## config.mk

```make
export PLATFORM = sky130hd
export DESIGN_NAME = switch_debounce_2
export DESIGN_NICKNAME = d
export VERILOG_FILES = /design/src/rtl/logic_lab_pkg.sv /design/src/rtl/debounce_channel.sv /design/src/rtl/switch_debounce_2.sv
export SDC_FILE = /design/constraint.sdc
export NUM_CORES = 1
export LEC_CHECK = 0
export BUFFER_PORTS_ARGS = -buffer_cell sky130_fd_sc_hd__buf_4
export CAP_MARGIN = 10
export CELL_PAD_IN_SITES_DETAIL_PLACEMENT = 1
export CELL_PAD_IN_SITES_GLOBAL_PLACEMENT = 1
export CORE_UTILIZATION = 45
export CTS_CLUSTER_DIAMETER = 120
export CTS_CLUSTER_SIZE = 40
export DETAILED_ROUTE_END_ITERATION = 6
export PLACE_DENSITY = 0.72
export SETUP_SLACK_MARGIN = 0.02
export SLEW_MARGIN = 30
export SYNTH_ARGS = -nofsm -noshare
export SYNTH_HDL_FRONTEND = slang
export SYNTH_HIERARCHICAL = 1
export SYNTH_SLANG_ARGS = --single-unit
```

## constraint.sdc

```tcl
create_clock -name iClk -period 2.22 [get_ports iClk]
set_clock_uncertainty 0.05 [all_clocks]
set_input_delay 0 -clock iClk [delete_from_list [all_inputs] [get_ports iClk]]
set_output_delay 0 -clock iClk [all_outputs]
set_load 0.05 [all_outputs]
```

## src/rtl/logic_lab_pkg.sv

```systemverilog
// Shared definitions for the switch conditioner: debounce FSM state encoding
// and the default qualification length.
package logic_lab_pkg;

  localparam int DEBOUNCE_CYCLES_DEF = 4;

  // Gray-ordered so the debounced level is always state[1].
  typedef enum logic [1:0] {
    ST_STABLE_LO = 2'b00,
    ST_PEND_HI   = 2'b01,
    ST_STABLE_HI = 2'b11,
    ST_PEND_LO   = 2'b10
  } db_state_e;

endpackage

```

## src/rtl/debounce_channel.sv

```systemverilog
// One switch channel: 2-flop synchronizer, qualify counter, 4-state debounce
// FSM and registered level output. Edge strobes exist only when
// SWDB_EDGE_PULSE_EN is defined.
module debounce_channel
  import logic_lab_pkg::*;
#(
  parameter int DEBOUNCE_CYCLES = DEBOUNCE_CYCLES_DEF,
  parameter int CNT_W           = 2
) (
  input  logic iClk,
  input  logic iRst_n,
  input  logic iSw,
  output logic oLvl
`ifdef SWDB_EDGE_PULSE_EN
  ,
  output logic oRise,
  output logic oFall
`endif
);

  localparam logic [CNT_W-1:0] CNT_LAST = CNT_W'(DEBOUNCE_CYCLES - 1);
  localparam logic [CNT_W-1:0] CNT_ONE  = CNT_W'(1);

  logic             s1_q, s2_q;
  db_state_e        state_q, state_d;
  logic [CNT_W-1:0] cnt_q, cnt_d;
  logic             lvl_q;

  // Two-flop synchronizer; only s2 is trusted downstream.
  always_ff @(posedge iClk or negedge iRst_n) begin
    if (!iRst_n) begin
      s1_q <= 1'b0;
      s2_q <= 1'b0;
    end else begin
      s1_q <= iSw;
      s2_q <= s1_q;
    end
  end

  // FSM state and qualify-count registers.
  always_ff @(posedge iClk or negedge iRst_n) begin
    if (!iRst_n) begin
      state_q <= ST_STABLE_LO;
      cnt_q   <= '0;
    end else begin
      state_q <= state_d;
      cnt_q   <= cnt_d;
    end
  end

  // Next state: a new level must hold DEBOUNCE_CYCLES samples; one sample of
  // the old level aborts and clears the count.
  always_comb begin
    state_d = state_q;
    cnt_d   = cnt_q;
    unique case (state_q)
      ST_STABLE_LO: if (s2_q) begin
        state_d = ST_PEND_HI;
        cnt_d   = CNT_ONE;
      end
      ST_PEND_HI: begin
        if (!s2_q) begin
          state_d = ST_STABLE_LO;
          cnt_d   = '0;
        end else if (cnt_q == CNT_LAST) begin
          state_d = ST_STABLE_HI;
          cnt_d   = '0;
        end else begin
          cnt_d = cnt_q + CNT_ONE;
        end
      end
      ST_STABLE_HI: if (!s2_q) begin
        state_d = ST_PEND_LO;
        cnt_d   = CNT_ONE;
      end
      ST_PEND_LO: begin
        if (s2_q) begin
          state_d = ST_STABLE_HI;
          cnt_d   = '0;
        end else if (cnt_q == CNT_LAST) begin
          state_d = ST_STABLE_LO;
          cnt_d   = '0;
        end else begin
          cnt_d = cnt_q + CNT_ONE;
        end
      end
      default: begin
        state_d = ST_STABLE_LO;
        cnt_d   = '0;
      end
    endcase
  end

  // Registered level output, a pure function of state.
  always_ff @(posedge iClk or negedge iRst_n) begin
    if (!iRst_n) lvl_q <= 1'b0;
    else         lvl_q <= state_q[1];
  end

  assign oLvl = lvl_q;

`ifdef SWDB_EDGE_PULSE_EN
  logic rise_q, fall_q;

  // Strobes coincide with the first cycle the level output shows its new value.
  always_ff @(posedge iClk or negedge iRst_n) begin
    if (!iRst_n) begin
      rise_q <= 1'b0;
      fall_q <= 1'b0;
    end else begin
      rise_q <= state_q[1] & ~lvl_q;
      fall_q <= ~state_q[1] & lvl_q;
    end
  end

  assign oRise = rise_q;
  assign oFall = fall_q;
`endif

endmodule

```

## src/rtl/switch_debounce_2.sv

```systemverilog
// Two independent switch debounce channels (A, B) feeding the gate stage.
// Define SWDB_EDGE_PULSE_EN to add the rise/fall strobe ports.
module switch_debounce_2
  import logic_lab_pkg::*;
#(
  parameter int DEBOUNCE_CYCLES = DEBOUNCE_CYCLES_DEF
) (
  input  logic iClk,
  input  logic iRst_n,
  input  logic iSwA,
  input  logic iSwB,
  output logic oA,
  output logic oB
`ifdef SWDB_EDGE_PULSE_EN
  ,
  output logic oARise,
  output logic oAFall,
  output logic oBRise,
  output logic oBFall
`endif
);

  localparam int NUM_CH = 2;
  localparam int CNT_W  = (DEBOUNCE_CYCLES > 1) ? $clog2(DEBOUNCE_CYCLES) : 1;

  logic [NUM_CH-1:0] sw, lvl;
`ifdef SWDB_EDGE_PULSE_EN
  logic [NUM_CH-1:0] rise, fall;
`endif

  assign sw = {iSwB, iSwA};

  for (genvar g = 0; g < NUM_CH; g++) begin : g_ch
    debounce_channel #(
      .DEBOUNCE_CYCLES(DEBOUNCE_CYCLES),
      .CNT_W          (CNT_W)
    ) u_ch (
      .iClk  (iClk),
      .iRst_n(iRst_n),
      .iSw   (sw[g]),
      .oLvl  (lvl[g])
`ifdef SWDB_EDGE_PULSE_EN
      ,
      .oRise (rise[g]),
      .oFall (fall[g])
`endif
    );
  end

  assign oA = lvl[0];
  assign oB = lvl[1];
`ifdef SWDB_EDGE_PULSE_EN
  assign oARise = rise[0];
  assign oAFall = fall[0];
  assign oBRise = rise[1];
  assign oBFall = fall[1];
`endif

endmodule

```

==> results of run 1 <==
==> Yosys cell counts <==
cell type,instances
mux2_1,2
nor2_1,2
o21a_1,2
a32oi_2,2
ha_1,12
a21oi_1,2
o21ai_1,2
nand4b_1,2
inv_1,6
nand2b_1,2
o311ai_1,2
mux2i_2,2
nand2b_4,2
dfrtp_1,14
buf_6,2
inv_2,2
nor2_2,2
mux2i_1,6
==> per-stage QoR <==
step / instance area (sq um) / setup WS (ns) / power [uW] / hold WS, ns
finish: 938.4 / 0.5939 / 1306 / 0.05329
global route: 938.4 / 0.4881 / 1443 / 0.05400
CTS: 938.4 / 0.5811 / 1331 / 0.04551
detailed placement: 872.1 / 0.5906 / 1141 / -0.1930
global placement: 872.1 / 0.6284 / 1113 / -0.1955
floorplan: 825.8 / 0.7358 / 980.0 / -0.3456
==> layout make-up <==
cell class	count	share of cell area (%)
repair buffers	8	7.200
multi-input cells	42	45.07
flip-flops and latches	14	37.33
inverters	8	3.200
well taps	25	3.333
clock buffers	4	3.867
==> worst max-delay path, stage by stage (launching register included) <==
cell and delay, ns:
dfrtp_1 0.43, inv_1 0.12, ha_1 0.22, nand2b_4 0.06, a32oi_2 0.27, mux2_1 0.36
==> report_power, final <==
| part | internal [uW] | switching [uW] |
|---|---|---|
| combinational | 320 | 385 |
| sequential | 350 | 73.8 |
| clock | 99.7 | 78.4 |
| total | 769 | 537 |
==> worst paths after layout <==
path | from | endpoint | slack (ns) | cells past startpoint
setup / recovery | g_ch[0].u_ch/state_q[1]$_DFFE_PN0P_ | g_ch[0].u_ch/state_q[1]$_DFFE_PN0P_ | 0.59 | 5
hold / removal | iRst_n | g_ch[0].u_ch/oLvl$_DFF_PN0_ | 0.05 | 2
setup reg to reg | g_ch[0].u_ch/state_q[1]$_DFFE_PN0P_ | g_ch[0].u_ch/state_q[1]$_DFFE_PN0P_ | 0.59 | 5
hold reg to reg | g_ch[1].u_ch/s1_q$_DFF_PN0_ | g_ch[1].u_ch/s2_q$_DFF_PN0_ | 0.30 | 0
max in group asynchronous | iRst_n | g_ch[0].u_ch/cnt_q[1]$_DFFE_PN0P_ | 1.90 | 2
min in group iClk | g_ch[1].u_ch/s1_q$_DFF_PN0_ | g_ch[1].u_ch/s2_q$_DFF_PN0_ | 0.30 | 0
==> kinds of logic (layout without fill, tap and decap cells) <==
kind of cell	Yosys count	after routing	share of synthesized area [%]
compound gates	10	10	10.30
fa+ha+maj	12	12	18.18
buf+inv	10	20	6.364
flops	14	14	42.42
mux	10	10	13.33
simple gates	10	10	9.395
==> registers in the layout (all words and copies together), names as in the netlist <==
name,count
g_ch.u_ch/s2_q,2
g_ch.u_ch/oLvl,2
g_ch.u_ch/cnt_q,4
g_ch.u_ch/state_q,4
g_ch.u_ch/s1_q,2
==> layout by cell type, fill, tap and decap left out <==
master and n:
o21ai_1 2, inv_2 2, mux2_1 2, dfrtp_1 14, mux2i_2 2, o311ai_1 2
inv_1 6, clkbuf_8 1, nand2b_1 2, buf_4 5, clkbuf_4 3, nand2b_4 2
ha_1 12, o21a_1 2, nand4b_1 2, mux2i_1 6, nor2_2 2, nor2_1 2
a21oi_1 2, a32oi_2 2, dlygate4sd3_1 3
==> layer usage <==
metal / wire length [um] / up-vias
met4: 0 / 0
met1: 673 / 227
li1: - / 250
met3: 38 / 0
met5: 0 / -
met2: 598 / 8
==> metrics, run 1 <==
layout cell share with drive strength beyond 1=25.00%; dpl cells=94; syn_nets=82; crit share post-route=73.25%; GR Util All Layers=18.00%; CTS max path bufs=2; outcome=completed; DRT iter0 DRCs=1; DRC violation count after routing=0; post-CTS sizing=0; Finish-stage setup viols=0; Pleak=0.0004408 uW; critical path type=flip-flop to flip-flop; initial antenna violation count=0; MaxCap Viol Count=0; cell row count=15; Post-Syn Area per Cell=12.51 sq um; Clk Latency, worst-skew pair=0.27 ns; Critical Path AT=1.73 ns; Core Box Area=1727 sq um; global route overflow=0; first drt pass iteration count=2; Starting Density=47.83%; Die Area=2010 sq um; post-synthesis sequential area ratio=42.42%; grt peak-use layer=met2; Final Net Count=93; Reg clk slew, reported paths=0.08 ns; Post-Syn Area=825.8 sq um; critical path launch point type=flip-flop; Hold Path Class=input port to async pin; largest cells by area after synthesis=dfrtp_1 42%, ha_1 18%, mux2i_1 7.3%, a32oi_2 3.9%, mux2i_2 3.3%; synth unique cells=18; Area Growth Syn to Fin=13.64%; count of final hold-check violations=0; DP HPWL=1076 um; port bufs=5; total CTS buffers=3; CTS tree=done; Vias=485; Max Clk Rate=615.0 MHz; Die Ht=44.84 um; area occupied by multi-input gates=422.9 sq um; post-synth top area cell=dfrtp_1; total negative setup slack=0 ns; met1 usage=25.26%; Sequential Area=350.3 sq um; routability cong.=0.7393; post-layout minimum cycle time=1.626 ns; Worst setup EP type=flip-flop; setup bufs post-CTS=0; WP data required=2.33 ns; Die W=44.84 um; Max FO, Critical Path=5; total wire length=1310 um; H-tree Lvls=1; Worst VDD drop=0.0005531 V; clock sinks=14; final non-filler cell total=101; met2 usage=26.47%; clock root buffer=clkbuf_4; FF+latch count, synth=14; warnings from Yosys=6; Antenna diodes=0; largest net degree at the start of global routing=15; Ports=6; Syn Inst Count=66; Max Slew Vio Count=0; post-DR wirelength/cell=12.97 um; RSZ-0062 raised after global routing=no; via/cell ratio=4.802; grt met3 use=7.200%; ANT nets after route=0; first-pass GRT wire length=2484 um; vias in the first global route=545; FILL cells=185; Worst Tran Pin Value=0.2715 ns; pwr dens=1392 nW/um^2; Final Util=54.35%; CTS hold repair buffers=3; top cell type's share of synthesized area=42.42%; slew margin rel.=81.54%
(Power assumes the default switching activity.)
==> inputs of run 2 (changes only) <==
Settings changed: CORE_UTILIZATION 45 to 42, PLACE_DENSITY 0.72 to 0.7.
Clock period 2.22 ns to 1.3 ns, I/O delays scaled along.
==> run 2 against run 1 <==
Net effect: synthesized cell count is the same; synthesized area did not move; the run now fails in 5_1_grt.
==> metrics, run 2 <==
Worst-path end type=register data pin; cell row count=15 (unchanged); Ports=6 (unchanged); XOR/XNOR Fraction of Synth Area=0% (unchanged); EDFF count, synth=0 (unchanged); adder-cell area share of the yosys netlist=18.18% (unchanged); mux contribution to synthesized area=13.33% (unchanged); port bufs=5 (unchanged); post-synth top area cell=dfrtp_1 (unchanged); routability cong.=0.7402 (was 0.7393); H-tree Lvls=1 (unchanged); syn_nets=82 (unchanged); largest cells by area after synthesis=dfrtp_1 42%, ha_1 18%, mux2i_1 7.3%, a32oi_2 3.9%, mux2i_2 3.3% (unchanged); clock root buffer=clkbuf_4 (unchanged); ys async rst share=100.0% (unchanged); Post-Syn Area per Cell=12.51 sq um (unchanged); Syn Inst Count=66 (unchanged); warnings from Yosys=6 (unchanged); DP HPWL=1340 um (was 1076 um); total CTS buffers=3 (unchanged); Post-Syn Area=825.8 sq um (unchanged); synth unique cells=18 (unchanged); post-synthesis simple-gate area fraction=9.394% (unchanged); initial antenna violation count=0; Starting Density=46.32% (was 47.83%); FF+latch count, synth=14 (unchanged); CTS max path bufs=2 (unchanged); outcome=stopped before the end (was completed); worst_ep grt=g_ch[0].u_ch/state_q[1]$_DFFE_PN0P_/D; largest family of logic cells by synthesized area=adder cells (unchanged); top-count cell post-synth=dfrtp_1 (unchanged); Main synth FF type=dfrtp_1 (unchanged); Die W=46.34 um (was 44.84 um); error msg=[ERROR DPL-0033] detailed placement checks failed during check placement.; largest net degree at the start of global routing=15; Last stage=5_1_grt; Die Ht=46.34 um (was 44.84 um); top cell type's share of synthesized area=42.42% (unchanged); post-synthesis sequential area ratio=42.42% (unchanged); Compound-Gate Fraction of Synth Area=10.30% (unchanged); Post-synth top cells=14 x dfrtp_1, 12 x ha_1, 6 x inv_1, 6 x mux2i_1 (unchanged); clock sinks=14 (unchanged)
==> run 2: cell counts after synthesis <==
No cell type changed its count.
==> run 2: stage by stage <==
stage / hold WS (ns) / worst slack (ns) / area, sq um / std cells
2_1_floorplan: -0.3456 / -0.1183 / 835.8 / 66
3_3_place_gp: -0.1973 / -0.2118 / 1047 / 116
3_5_place_dp: -0.1921 / -0.2497 / 1047 / 116
4_1_cts: 0.03276 / -0.2080 / 1264 / 130
==> run 2: cells by family after synthesis <==
kind of cell    after synthesis
simple gates                 10
mux                          10
flops                        14
compound gates               10
buf+inv                      10
fa+ha+maj                    12
==> run 2: timing repair <==
item,CTS
setup endpoints to repair,8
buffers inserted,7
endpoints found under the hold margin,16
cloned,0
hold buffers,3
pin swaps,4
resized for setup,19
==> inputs of run 3 (changes only) <==
Settings changed: CELL_PAD_IN_SITES_DETAIL_PLACEMENT 1 to unset, CELL_PAD_IN_SITES_GLOBAL_PLACEMENT 1 to unset, CORE_AREA set to 2 2 63 65, CORE_UTILIZATION 42 to unset, CTS_CLUSTER_DIAMETER 120 to unset, CTS_CLUSTER_SIZE 40 to unset, DIE_AREA set to 0 0 65 67, PLACE_DENSITY 0.7 to unset, PLACE_DENSITY_LB_ADDON set to 0.15, SETUP_SLACK_MARGIN 0.02 to unset.
Clock period 1.3 ns to 1.7 ns, I/O delays scaled along.
==> run 3 against run 2 <==
Net effect: the flow now finishes without violations.
==> metrics, run 3 (synthesized netlist as in run 1, its figures left out) <==
outcome=completed (was stopped before the end); final setup margin=0.1079 ns; Ports=6 (unchanged); pwr dens=1748 nW/um^2; largest net degree at the start of global routing=15; slew margin rel.=80.60%; first drt pass iteration count=2; Antenna diodes=0; CTS tree=done; setup bufs post-CTS=0 (was 7); Worst setup EP type=flip-flop; global route overflow=0; worst slack at placement=0.08977 ns (was -0.2497 ns); Hold Path Class=input port to async pin; via/cell ratio=4.041; crit share post-route=93.65%; Max FO, Critical Path=5; Core Box Area=3606 sq um; Die W=65 um (was 46.34 um); total wire length=1189 um; Reg clk slew, reported paths=0.05 ns; Critical Path AT=1.66 ns; Die Ht=67 um (was 46.34 um); critical path launch point type=flip-flop; Final Net Count=93; first-pass GRT wire length=2194 um; WP data required=1.77 ns; Max Clk Rate=628.1 MHz; dpl cells=117 (was 116); clock sinks=14 (unchanged); Total Power=1708 uW; H-tree Lvls=1 (unchanged); Clk Latency, worst-skew pair=0.23 ns; RSZ-0062 raised after global routing=no; MaxCap Viol Count=0; r2r worst-path depth=5; Pleak=0.0004388 uW; vias in the first global route=504; Area Growth Syn to Fin=18.33%; Die Area=4355 sq um; ANT nets after route=0; routability cong.=0.7525 (was 0.7402); initial antenna violation count=0; post-DR wirelength/cell=9.667 um; Starting Density=22.90% (was 46.32%); Reg2Reg Setup Slack=0.11 ns; Critical R2R Capture=g_ch[1].u_ch/state_q[1]$_DFFE_PN0P_; DRC violation count after routing=0; cell row count=22 (was 15); total negative setup slack=0 ns; DP HPWL=939.6 um (was 1340 um); worst setup path end=g_ch[1].u_ch/state_q[1]$_DFFE_PN0P_; final non-filler cell total=123; port bufs=5 (unchanged); GR Util All Layers=6.674%; count of final hold-check violations=0; CTS max path bufs=2 (unchanged); Max Slew Vio Count=0; biggest regs=g_ch.u_ch/cnt_q x4, g_ch.u_ch/state_q x4; Vias=497; critical path type=flip-flop to flip-flop; clock root buffer=clkbuf_8 (was clkbuf_4); Critical R2R Launch=g_ch[1].u_ch/state_q[1]$_DFFE_PN0P_; layout cell share with drive strength beyond 1=26.67%; WHS=0.1011 ns; commonest non-fill, non-tap cell in the layout=dfrtp_1; post-layout minimum cycle time=1.592 ns; DRT iter0 DRCs=23; beginning of the critical path=g_ch[1].u_ch/state_q[1]$_DFFE_PN0P_; Worst VDD drop=0.0002949 V; most frequent cells in the layout=14 x dfrtp_1, 10 x ha_1, 6 x inv_1, 6 x mux2i_1, 5 x buf_4; Worst Tran Pin Value=0.2910 ns; total CTS buffers=3 (unchanged); Finish-stage setup viols=0
run 3: critical path: stages, from the launching register on:
cell and delay, ns:
dfrtp_1 0.42, inv_1 0.13, ha_2 0.22, nand2b_4 0.05, a32oi_2 0.25, mux2_1 0.35
run 3: worst min-delay path by stage:
stage	slack, ns	endpoint	from	cells past startpoint
final	0.10	g_ch[0].u_ch/state_q[1]$_DFFE_PN0P_	iRst_n	2
after global routing	0.12	g_ch[0].u_ch/state_q[1]$_DFFE_PN0P_	iRst_n	2
after CTS	0.11	g_ch[0].u_ch/oLvl$_DFF_PN0_	iRst_n	2
after detailed placement	-0.19	g_ch[0].u_ch/oLvl$_DFF_PN0_	iRst_n	1
after global placement	-0.19	g_ch[0].u_ch/state_q[1]$_DFFE_PN0P_	iRst_n	1
after floorplan	-0.35	g_ch[0].u_ch/cnt_q[0]$_DFFE_PN0P_	iRst_n	0
run 3: layer usage:
| metal | up-vias | global-route usage, % | share of wire, % |
|---|---|---|---|
| met2 | 8 | 10.82 | 47 |
| met3 | 2 | 3.547 | 5.8 |
| met5 | - | 0 | 0 |
| li1 | 244 | - | - |
| met1 | 243 | 7.724 | 47 |
| met4 | 0 | 1.596 | 0.34 |
run 3: stage by stage:
stage | area (sq um) | utilization, %
6_report | 977.2 | 27.10
5_1_grt | 977.2 | 27.10
4_1_cts | 972.2 | 26.96
3_5_place_dp | 900.9 | 24.98
3_3_place_gp | 900.9 | 24.98
2_1_floorplan | 825.8 | -
run 3: where the power goes:
group	internal (uW)	leakage (uW)	switching, uW
Sequential	459	0.000169	95.9
Combinational	423	0.000248	479
Clock	156	0.0000216	96.4
run 3: timing repair:
item	CTS	global route
setup endpoints to repair	0	2
hold buffers	3	0
gates resized for setup	0	2
endpoints found under the hold margin	16	0
run 3: cell type report:
| type | count | area, sq um |
|---|---|---|
| clock buffer | 3 | 41.29 |
| tap | 48 | 60.06 |
| fill | 367 | 2629 |
| multi-input combinational | 42 | 427.9 |
| inverter | 8 | 30.03 |
| sequential | 14 | 350.3 |
| timing repair buffer | 8 | 67.56 |
==> inputs of run 4 (changes only) <==
Settings changed: PLACE_DENSITY set to 0.48, PLACE_DENSITY_LB_ADDON 0.15 to unset.
==> run 4 against run 3 <==
Net effect: non-clock buffer count unchanged; global-route usage up 0.067 points; wire length down 1.8%; final cell count unchanged; fmax down 0.56%; die area unchanged; first-iteration DRC count down 43%; hold slack worse by 0.0061 ns; core utilization down 0.069 points; critical path type unchanged; largest power group unchanged; highest routed layer is now met3.
==> metrics, run 4 (synthesized netlist as in run 1, its figures left out) <==
Critical R2R Launch=g_ch[1].u_ch/state_q[1]$_DFFE_PN0P_ (unchanged); FILL cells=374 (was 367); Vias=480 (was 497); Area Growth Syn to Fin=18.03% (was 18.33%); first drt pass iteration count=3 (was 2); Max Clk Rate=624.6 MHz (was 628.1 MHz); via/cell ratio=3.902 (was 4.041); GR Util All Layers=6.741% (was 6.674%); Worst Tran Pin Value=0.2551 ns (was 0.2910 ns); Max FO, Critical Path=5 (unchanged); Starting Density=22.90% (unchanged); Top delay family on crit path=flip-flops (unchanged); slew margin rel.=82.65% (was 80.60%); Die Area=4355 sq um (unchanged); Die Ht=67 um (unchanged); largest net degree at the start of global routing=15 (unchanged); Die W=65 um (unchanged); Core Box Area=3606 sq um (unchanged); CTS tree=done (unchanged); DRC violation count after routing=0 (unchanged); Worst VDD drop=0.0005446 V (was 0.0002949 V); Sequential Area=350.3 sq um (unchanged); worst setup path end=g_ch[1].u_ch/state_q[1]$_DFFE_PN0P_ (unchanged); DP HPWL=937.4 um (was 939.6 um); Max Slew Vio Count=0 (unchanged); cell count along the critical path=5 (unchanged); post-DR wirelength/cell=9.496 um (was 9.667 um); Critical R2R Capture=g_ch[1].u_ch/state_q[1]$_DFFE_PN0P_ (unchanged); Worst setup EP type=flip-flop (unchanged); port bufs=5 (unchanged); WHS=0.09501 ns (was 0.1011 ns); biggest regs=g_ch.u_ch/cnt_q x4, g_ch.u_ch/state_q x4 (unchanged); switch share=39.53% (was 39.29%); critical path launch point type=flip-flop (unchanged); Slowest-stage cell, CP=dfrtp_1 (unchanged); beginning of the critical path=g_ch[1].u_ch/state_q[1]$_DFFE_PN0P_ (unchanged); vias in the first global route=502 (was 504); commonest non-fill, non-tap cell in the layout=dfrtp_1 (unchanged); Reg2Reg Setup Slack=0.1 ns (was 0.11 ns); final non-filler cell total=123 (unchanged); clock share of power=15.0% (was 14.7%); total negative setup slack=0 ns (unchanged); routability cong.=0.7355 (was 0.7525); Sw Pwr=677.3 uW (was 671.2 uW); Power Internal=1036 uW (was 1037 uW); Clk Latency, worst-skew pair=0.24 ns (was 0.23 ns); Finish-stage setup viols=0 (unchanged); r2r worst-path depth=5 (unchanged); global route overflow=0 (unchanged); critical path type=flip-flop to flip-flop (unchanged); initial antenna violation count=0 (unchanged); Antenna diodes=0 (unchanged); layout cell share with drive strength beyond 1=25.33% (was 26.67%); Ports=6 (unchanged); total CTS buffers=3 (unchanged); share of power burned in registers=32.0% (was 32.5%); count of final hold-check violations=0 (unchanged); ANT nets after route=0 (unchanged); first-pass GRT wire length=2201 um (was 2194 um); outcome=completed (unchanged); Reg clk slew, reported paths=0.05 ns (about the same); cell row count=22 (unchanged); clock root buffer=clkbuf_8 (unchanged); CTS max path bufs=2 (unchanged); Hold Path Class=input port to async pin (unchanged); H-tree Lvls=1 (unchanged); most frequent cells in the layout=14 x dfrtp_1, 11 x ha_1, 6 x inv_1, 6 x mux2i_1, 5 x buf_4 (was 14 x dfrtp_1, 10 x ha_1, 6 x inv_1, 6 x mux2i_1, 5 x buf_4); Pleak=0.0004401 uW (was 0.0004388 uW); MaxCap Viol Count=0 (unchanged); DRT iter0 DRCs=13 (was 23); crit share post-route=94.18% (was 93.65%); setup bufs post-CTS=0 (unchanged); dpl cells=117 (unchanged); Final Util=27.03% (was 27.10%); Final Net Count=93 (unchanged); post-layout minimum cycle time=1.601 ns (was 1.592 ns); clock sinks=14 (unchanged); RSZ-0062 raised after global routing=no (unchanged); worst-path cell chain=inv_1, ha_2, nand2b_4, a32oi_2, mux2_1 (unchanged); Critical Path AT=1.67 ns (was 1.66 ns); Combinational Power Share=53.0% (was 52.8%); area occupied by multi-input gates=425.4 sq um (was 427.9 sq um); WP data required=1.77 ns (about the same); pwr dens=1758 nW/um^2 (was 1748 nW/um^2); total wire length=1168 um (was 1189 um); worst path bufs/invs=1 (unchanged); Crit path largest cell delay=0.42 ns (about the same)
## run 4: worst register-to-register path, cell delays in order, from the launching register on
cell      delay, ns
dfrtp_1        0.42
inv_1          0.12
ha_2           0.22
nand2b_4       0.06
a32oi_2        0.27
mux2_1         0.35
## run 4: repair_timing
item,in CTS,in global routing
hold endpoints to repair,16,0
resized for setup,0,1
hold buffers,3,0
setup endpoints to repair,0,1
## run 4: how the worst min path moves through the flow
stage / startpoint / to / cells past startpoint
6_report: iRst_n / g_ch[1].u_ch/state_q[1]$_DFFE_PN0P_ / 2
5_1_grt: iRst_n / g_ch[1].u_ch/state_q[1]$_DFFE_PN0P_ / 2
4_1_cts: iRst_n / g_ch[1].u_ch/state_q[1]$_DFFE_PN0P_ / 2
3_5_place_dp: iRst_n / g_ch[1].u_ch/state_q[1]$_DFFE_PN0P_ / 1
3_3_place_gp: iRst_n / g_ch[1].u_ch/oLvl$_DFF_PN0_ / 1
2_1_floorplan: iRst_n / g_ch[0].u_ch/cnt_q[0]$_DFFE_PN0P_ / 0
## run 4: through the flow
| step | power, uW | cell area (sq um) | setup WS (ns) |
|---|---|---|---|
| after floorplan | 1280 | 825.8 | 0.2158 |
| after global placement | 1439 | 900.9 | 0.1047 |
| after detailed placement | 1459 | 900.9 | 0.09698 |
| after CTS | 1738 | 972.2 | 0.07506 |
| after global routing | 1879 | 974.7 | 0.002091 |
| final | 1713 | 974.7 | 0.09894 |
## run 4: layer usage
layer / track usage (%) / up-vias / wire length, um
met5: 0 / - / 0
met4: 1.596 / 0 / 0
met3: 3.547 / 0 / 59
met2: 10.05 / 9 / 482
met1: 8.530 / 224 / 625
li1: - / 247 / -
## run 4: power by group through the flow
stage | registers [uW] | clock network (uW) | logic [uW]
3_5_place_dp | 557 | 0 | 902
6_report | 548 | 258 | 908
4_1_cts | 550 | 273 | 916
3_3_place_gp | 550 | 0 | 890
2_1_floorplan | 607 | 0 | 673
5_1_grt | 569 | 295 | 1020
## run 4: final cells by class
class,instances,share of cell area (%)
clock buffer,3,4.236
inverter,8,3.081
timing repair buffer,8,6.932
tap,48,6.162
multi-input combinational,42,43.65
sequential,14,35.94
